File: src/rtl/cpu_pkg.sv
// Shared CPU definitions: command opcodes, default datapath widths and the
// state encoding of the register-file clear scrubber.
package cpu_pkg;

   // Default datapath geometry
   localparam int CPU_DATA_W = 16;
   localparam int CPU_ADDR_W = 4;
   localparam int CPU_IMM_W  = 5;

   // Command opcodes seen on the register-file command port
   localparam logic [2:0] OP_LOAD    = 3'b000;
   localparam logic [2:0] OP_CLEAR   = 3'b110;
   localparam logic [2:0] OP_DISPLAY = 3'b111;

   // Clear scrubber states
   typedef enum logic {
      ST_IDLE  = 1'b0,
      ST_SCRUB = 1'b1
   } scrub_state_t;

endpackage : cpu_pkg

File: src/rtl/regfile_scrub_fsm.sv
// Sequential CLEAR scrubber. After start it walks cnt over every register
// index, one per clock, asking the array to zero that entry, then returns to
// IDLE. The last index is detected directly, so cnt never has to overflow.
module regfile_scrub_fsm
   import cpu_pkg::*;
#(
   parameter int ADDR_W = CPU_ADDR_W
)(
   input  logic              clock,
   input  logic              reset,
   input  logic              start,
   output logic              busy,
   output logic              clr_en,
   output logic [ADDR_W-1:0] clr_idx
);

   scrub_state_t      state;
   scrub_state_t      state_next;
   logic [ADDR_W-1:0] cnt;
   logic [ADDR_W-1:0] cnt_next;
   logic              last_idx;

   assign last_idx = (cnt == {ADDR_W{1'b1}});

   // State and index registers
   // NOTE: sequential state uses non-blocking assignments so every flop
   // samples pre-edge values regardless of block evaluation order.
   always_ff @(posedge clock or posedge reset) begin
      if (reset) begin
         state <= ST_IDLE;
         cnt   <= '0;
      end else begin
         state <= state_next;
         cnt   <= cnt_next;
      end
   end

   // Next-state and index sequencing
   // NOTE: every output of this block gets a default first so no path through
   // the case can leave one unassigned and infer a latch.
   always_comb begin
      state_next = state;
      cnt_next   = cnt;
      case (state)
         ST_IDLE: begin
            if (start) begin
               state_next = ST_SCRUB;
               cnt_next   = '0;
            end
         end
         ST_SCRUB: begin
            cnt_next = cnt + ADDR_W'(1);
            if (last_idx) begin
               state_next = ST_IDLE;
            end
         end
         default: begin
            state_next = ST_IDLE;
            cnt_next   = '0;
         end
      endcase
   end

   // Moore outputs decoded from the current state
   always_comb begin
      busy    = (state == ST_SCRUB);
      clr_en  = (state == ST_SCRUB);
      clr_idx = cnt;
   end

endmodule : regfile_scrub_fsm

File: src/rtl/cpu_regfile.sv
// General-purpose register file: two combinational read ports with optional
// same-cycle forwarding, an immediate LOAD / CLEAR / DISPLAY command port and
// an ALU write-back port. While the CLEAR scrubber runs, commands are stalled,
// write-backs are dropped (and flagged) and the read ports return zero.
// IMM_W must not exceed DATA_W; the immediate is zero-extended.
module cpu_regfile
   import cpu_pkg::*;
#(
   parameter int DATA_W = CPU_DATA_W,
   parameter int ADDR_W = CPU_ADDR_W,
   parameter int IMM_W  = CPU_IMM_W,
   parameter bit BYPASS = 1'b1
)(
   input  logic              clock,
   input  logic              reset,
   input  logic              cmd_valid,
   output logic              cmd_ready,
   input  logic [2:0]        cmd_op,
   input  logic [ADDR_W-1:0] cmd_addr,
   input  logic [IMM_W-1:0]  cmd_imm,
   input  logic              wb_en,
   input  logic [ADDR_W-1:0] wb_addr,
   input  logic [DATA_W-1:0] wb_data,
   input  logic [ADDR_W-1:0] rd_addr_a,
   input  logic [ADDR_W-1:0] rd_addr_b,
   output logic [DATA_W-1:0] rd_data_a,
   output logic [DATA_W-1:0] rd_data_b,
   output logic              busy,
   output logic              wb_drop,
   output logic [DATA_W-1:0] disp_data,
   output logic              disp_valid
);

   localparam int DEPTH = 1 << ADDR_W;

   logic [DATA_W-1:0] regs [DEPTH];

   logic              cmd_fire;
   logic              load_hit;
   logic              clear_hit;
   logic              disp_hit;
   logic              wb_ok;
   logic              load_ok;
   logic [DATA_W-1:0] imm_ext;
   logic              clr_en;
   logic [ADDR_W-1:0] clr_idx;

   regfile_scrub_fsm #(
      .ADDR_W (ADDR_W)
   ) u_scrub (
      .clock   (clock),
      .reset   (reset),
      .start   (clear_hit),
      .busy    (busy),
      .clr_en  (clr_en),
      .clr_idx (clr_idx)
   );

   // Commands are stalled for the whole scrub; the producer holds them.
   assign cmd_ready = ~busy;

   // Command decode and write arbitration: write-back beats LOAD on the same
   // address, otherwise both land in the same cycle.
   always_comb begin
      cmd_fire  = cmd_valid & cmd_ready;
      load_hit  = cmd_fire & (cmd_op == OP_LOAD);
      clear_hit = cmd_fire & (cmd_op == OP_CLEAR);
      disp_hit  = cmd_fire & (cmd_op == OP_DISPLAY);
      wb_ok     = wb_en & ~busy;
      load_ok   = load_hit & ~(wb_ok & (wb_addr == cmd_addr));
      imm_ext   = '0;
      imm_ext[IMM_W-1:0] = cmd_imm;
   end

   // Register array: reset clear, scrub clear, then LOAD / write-back
   // NOTE: the array is built from flops with an asynchronous reset because
   // every register must read zero straight out of reset, even mid-scrub; it
   // cannot map onto a plain RAM macro.
   always_ff @(posedge clock or posedge reset) begin
      if (reset) begin
         for (int i = 0; i < DEPTH; i++) begin
            regs[i] <= '0;
         end
      end else if (clr_en) begin
         regs[clr_idx] <= '0;
      end else begin
         if (load_ok) begin
            regs[cmd_addr] <= imm_ext;
         end
         if (wb_ok) begin
            regs[wb_addr] <= wb_data;
         end
      end
   end

   // DISPLAY capture: pre-edge register contents, never forwarded
   always_ff @(posedge clock or posedge reset) begin
      if (reset) begin
         disp_data  <= '0;
         disp_valid <= 1'b0;
      end else begin
         disp_valid <= disp_hit;
         if (disp_hit) begin
            disp_data <= regs[cmd_addr];
         end
      end
   end

   // Flag a write-back that arrived while the scrubber owned the array
   always_ff @(posedge clock or posedge reset) begin
      if (reset) begin
         wb_drop <= 1'b0;
      end else begin
         wb_drop <= wb_en & busy;
      end
   end

   // Read ports: array value, optionally overridden by this cycle's winning
   // write, and forced to zero while scrubbing or in reset
   always_comb begin
      rd_data_a = regs[rd_addr_a];
      rd_data_b = regs[rd_addr_b];
      if (BYPASS) begin
         if (load_ok && (cmd_addr == rd_addr_a)) begin
            rd_data_a = imm_ext;
         end
         if (wb_ok && (wb_addr == rd_addr_a)) begin
            rd_data_a = wb_data;
         end
         if (load_ok && (cmd_addr == rd_addr_b)) begin
            rd_data_b = imm_ext;
         end
         if (wb_ok && (wb_addr == rd_addr_b)) begin
            rd_data_b = wb_data;
         end
      end
      if (busy || reset) begin
         rd_data_a = '0;
         rd_data_b = '0;
      end
   end

endmodule : cpu_regfile

File: config.mk
export PLATFORM = sky130hd
export DESIGN_NAME = cpu_regfile
export DESIGN_NICKNAME = d
export VERILOG_FILES = /design/src/rtl/cpu_pkg.sv /design/src/rtl/regfile_scrub_fsm.sv /design/src/rtl/cpu_regfile.sv
export SDC_FILE = /design/constraint.sdc
export NUM_CORES = 1
export LEC_CHECK = 0
export CAP_MARGIN = 20
export CORE_MARGIN = 5
export CORE_UTILIZATION = 26
export DETAILED_ROUTE_END_ITERATION = 16
export MAX_ROUTING_LAYER = met4
export SYNTH_ARGS = -nofsm -noshare
export SYNTH_HDL_FRONTEND = slang
export SYNTH_SLANG_ARGS = --single-unit
File: constraint.sdc
create_clock -name clock -period 10.3 [get_ports clock]
set_input_delay 1.03 -clock clock [delete_from_list [all_inputs] [get_ports clock]]
set_output_delay 1.03 -clock clock [all_outputs]
set_load 0.02 [all_outputs]
==> metrics.md <==
| Metric | Value |
|---|---|
| Post-DR wirelength/cell | approximately 30 µm |
| Switch share | 0.411 |
| Hold Fails Final Rpt | 0 |
| Arrival @ worst endpoint | 4570 ps |
| Share of power burned in registers | 0.332 |
| Combinational family with the most area after synthesis | multiplexers |
| Clock Latency Late Sink | between 600 and 700 ps |
| Crit path capture type | output pin |
| Synth Area in Adders | 0.00259 |
| Min cycle time layout | between 5000 and 6000 ps |
| Main flop type after synthesis | dfrtp_1 |
| Top Ports | 96 |
| CTS Buffer Depth | 3 |
| Crit path kind | input pin to output pin |
| Post-synthesis net count | 1726 |
| Status | finished, final reports clean |
| Async SR Flop Fraction | 1.00 |
| Reg area | about 7000 µm² |
| Cts hold-fix bufs | 0 |
| CP Data Required Time | 9270 ps |
| Worst Skew | a little over 20 ps |
| PwrDens | between 150 and 200 nW/µm² |
| Via count | 16600 |
| Postcts setup bufs | 0 |
| CTS clk-pin slew, worst paths | 60 ps |
| Overall die area | 79900 µm² |
| 1st-iter DRT viols | just over 2000 |
| CTS H-Tree Depth | 1 |
| Startpoint types | input pin |
| Final ANT Viol Nets | 0 |
| Most frequent cell after synthesis | dfrtp_1 |
| Synth Area in Compound Gates | 0.236 |
| Final setup viols | 0 |
| Synth cell types | 60 |
| Area Overhead vs Synth | 15.0% |
| Post-Syn Instances | around 1700 |
| Count of state elements after synthesis | ~280 |
| Sequential share of the synthesized area | 0.361 |
| Simple-gate share of the synthesized area | 0.0815 |
| Clock sinks | ~280 |
| Synth cell count leaders | 279 x dfrtp_1, 192 x mux4_2, 188 x a22o_1, 116 x a21oi_1, 83 x nand2_1 |
| Port Buffers | 95 |
| Maxcap violations | 0 |
| Post-DP HPWL | about 50000 µm |
| Xor and xnor area share after synthesis | 0.00906 |
| CTS tree | built |
| Clk pwr share | 0.297 |
| DRC Markers | 0 |
| CP Cell Sequence | clkdlybuf4s50_1 -> xnor2_1 -> and3_4 -> a211o_1 -> and3_1 -> a22o_1 -> clkdlybuf4s50_1 |
| Detailed Routing Iterations Pass 1 | 7 |
| Worst path bufs/invs | 2 |
| Initial core utilization | 0.261 |
| Worst Tran Pin Value | around 1200 ps |
| Syn Std Cell Area | ~19000 µm² |
| WL final | 78300 µm |
| Cell mode on critical path | clkdlybuf4s50_1 |
| Worst path max stage delay | approximately 800 ps |
| Layout cells sized above 1 | 0.225 |
| Number of buffers created by CTS | 30 |
| Period utilization | 0.544 |
| Number of antenna violations at the first check in global routing | 0 |
| Synth warn | 0 |
| F_max | between 0.15 and 0.2 GHz |
| First-pass GRT wire length | roughly 110000 µm |
| Die X | roughly 280 µm |
| Worst-path fanout max | 22 |
| Layout net count | approximately 1700 |
| EDFF count, synth | 0 |
| Post-synthesis mux area share | 0.258 |
| RSZ-0062 raised after global routing | false |
| Leak | between 0.008 and 0.009 µW |
| FILL cells | between 7000 and 8000 |
| Switching pwr | 1690 µW |
| Yosys top cell area share | 0.361 |
| Relative slew slack | 0.218 |
| Post-route cell area | around 22000 µm² |
| CTS root buf | clkbuf_16 |
| Yosys top cell by area | dfrtp_1 |
| Vias in the first global route | 16300 |
| Crit path max-delay family | buffers and inverters |
| Final Max Tran Viols | 0 |
| Syn Area/Cell | about 12 µm² |
| Logic pwr share | 0.372 |
| # diodes | 0 |
| Setup tns final | 0 ps |
| Post-CTS sizing | 0 |
| Core ar. | 74100 µm² |
| DP Area | approximately 21000 µm² |
| Vias per cell | 6.18 |
| GRT Total Usage | 0.196 |
| Internal Power | around 2400 µW |
| Synth area leaders | dfrtp_1 36%, mux4_2 22%, a22o_1 8.5% |
| CP max stage cell | clkdlybuf4s50_1 |
| Max IR drop VDD | 0.000156 V |
| Pin count of the biggest net entering global routing | around 180 |
| GRT Residual Overflow | 0 |
| Min-delay worst type | flip-flop to flip-flop |
| FP Rows | 100 |
| GPL Wtd Cong | ~0.95 |
| Chip height | between 200 and 300 µm |
| Area occupied by multi-input gates | around 11000 µm² |
## cells in the final DEF (no fill, tap or decap), drive strengths merged, types with 25 or more instances in the layout
master         netlist  routed
dfrtp              279     279
mux4               192     192
a22o               188     188
a21oi              126     126
clkdlybuf4s50        0      84
nand2               83      83
buf                113      71
mux2i               66      66
nor2                59      59
nor2b               51      51
a21o                46      46
o21ai               41      41
nand3               39      39
inv                 35      35
clkbuf              65      35
a22oi               34      34
o211ai              30      30
a211oi              28      28
nand4               25      25
## worst reg2reg max path: cells and delay by family, from the launching register on
family / cells / cell delay, ps
flip-flops: 1 / 540
AO/OA/AOI/OAI: 3 / 1740
AND/OR/NAND/NOR: 2 / 1250
## worst paths after layout
kind,slack (ps),from,cells after the start,endpoint
min in group asynchronous,1170,reset,2,u_scrub.busy
max in group asynchronous,7510,reset,3,regs[155]
min reg2reg,480,disp_data[0],1,disp_data[0]
max reg2reg,6660,u_scrub.busy,5,regs[241]
min,480,disp_data[0],1,disp_data[0]
max,4700,wb_addr[3],7,rd_data_a[5]
## metal layers
metal | track usage | vias up | wire [µm]
li1 | - | 6685 | -
met2 | 0.290 | 1197 | 34600
met4 | 0.0632 | 0 | 3040
met1 | 0.258 | 8480 | 30700
met3 | 0.0581 | 198 | 9990
met5 | - | - | 0
## per-stage QoR
stage | instances | setup slack, ps | hold slack, ps | util | power, µW
2_1_floorplan | 1678 | 685 | 483 | - | 2260
3_3_place_gp | 2615 | 4790 | 465 | 0.284 | 2790
3_5_place_dp | 2617 | 4740 | 468 | 0.285 | 2830
4_1_cts | 2672 | 4750 | 484 | 0.299 | 4050
5_1_grt | 2679 | 4440 | 502 | 0.300 | 4230
6_report | 2679 | 4700 | 479 | 0.300 | 4100
## kinds of logic after synthesis
logic type      count (synthesis)
compound gates                597
xor+xnor                       20
fa+ha+maj                       4
buf+inv                       213
flops                         279
mux                           258
simple gates                  307
## power by group through the flow
stage	registers [µW]	clock network [µW]	logic [µW]
final	1360	1220	1530
after global routing	1380	1270	1590
after detailed placement	1370	0	1460
after floorplan	1330	0	934
after CTS	1350	1230	1460
after global placement	1360	0	1430
## state kept, by name, summed over array words and instances, names as in the netlist
name / flops
disp_data: 16
disp_valid: 1
u_scrub.busy: 1
regs: 256
wb_drop: 1
u_scrub.clr_idx: 4
## cell type report
cell class	count	share of cell area
multi-input combinational	1186	0.514
sequential	279	0.314
timing repair buffer	155	0.0625
tap	969	0.0545
clock buffer	35	0.0369
clock inverter	20	0.0122
inverter	35	0.00625
No activity file was read; power rests on OpenSTA's default activity.
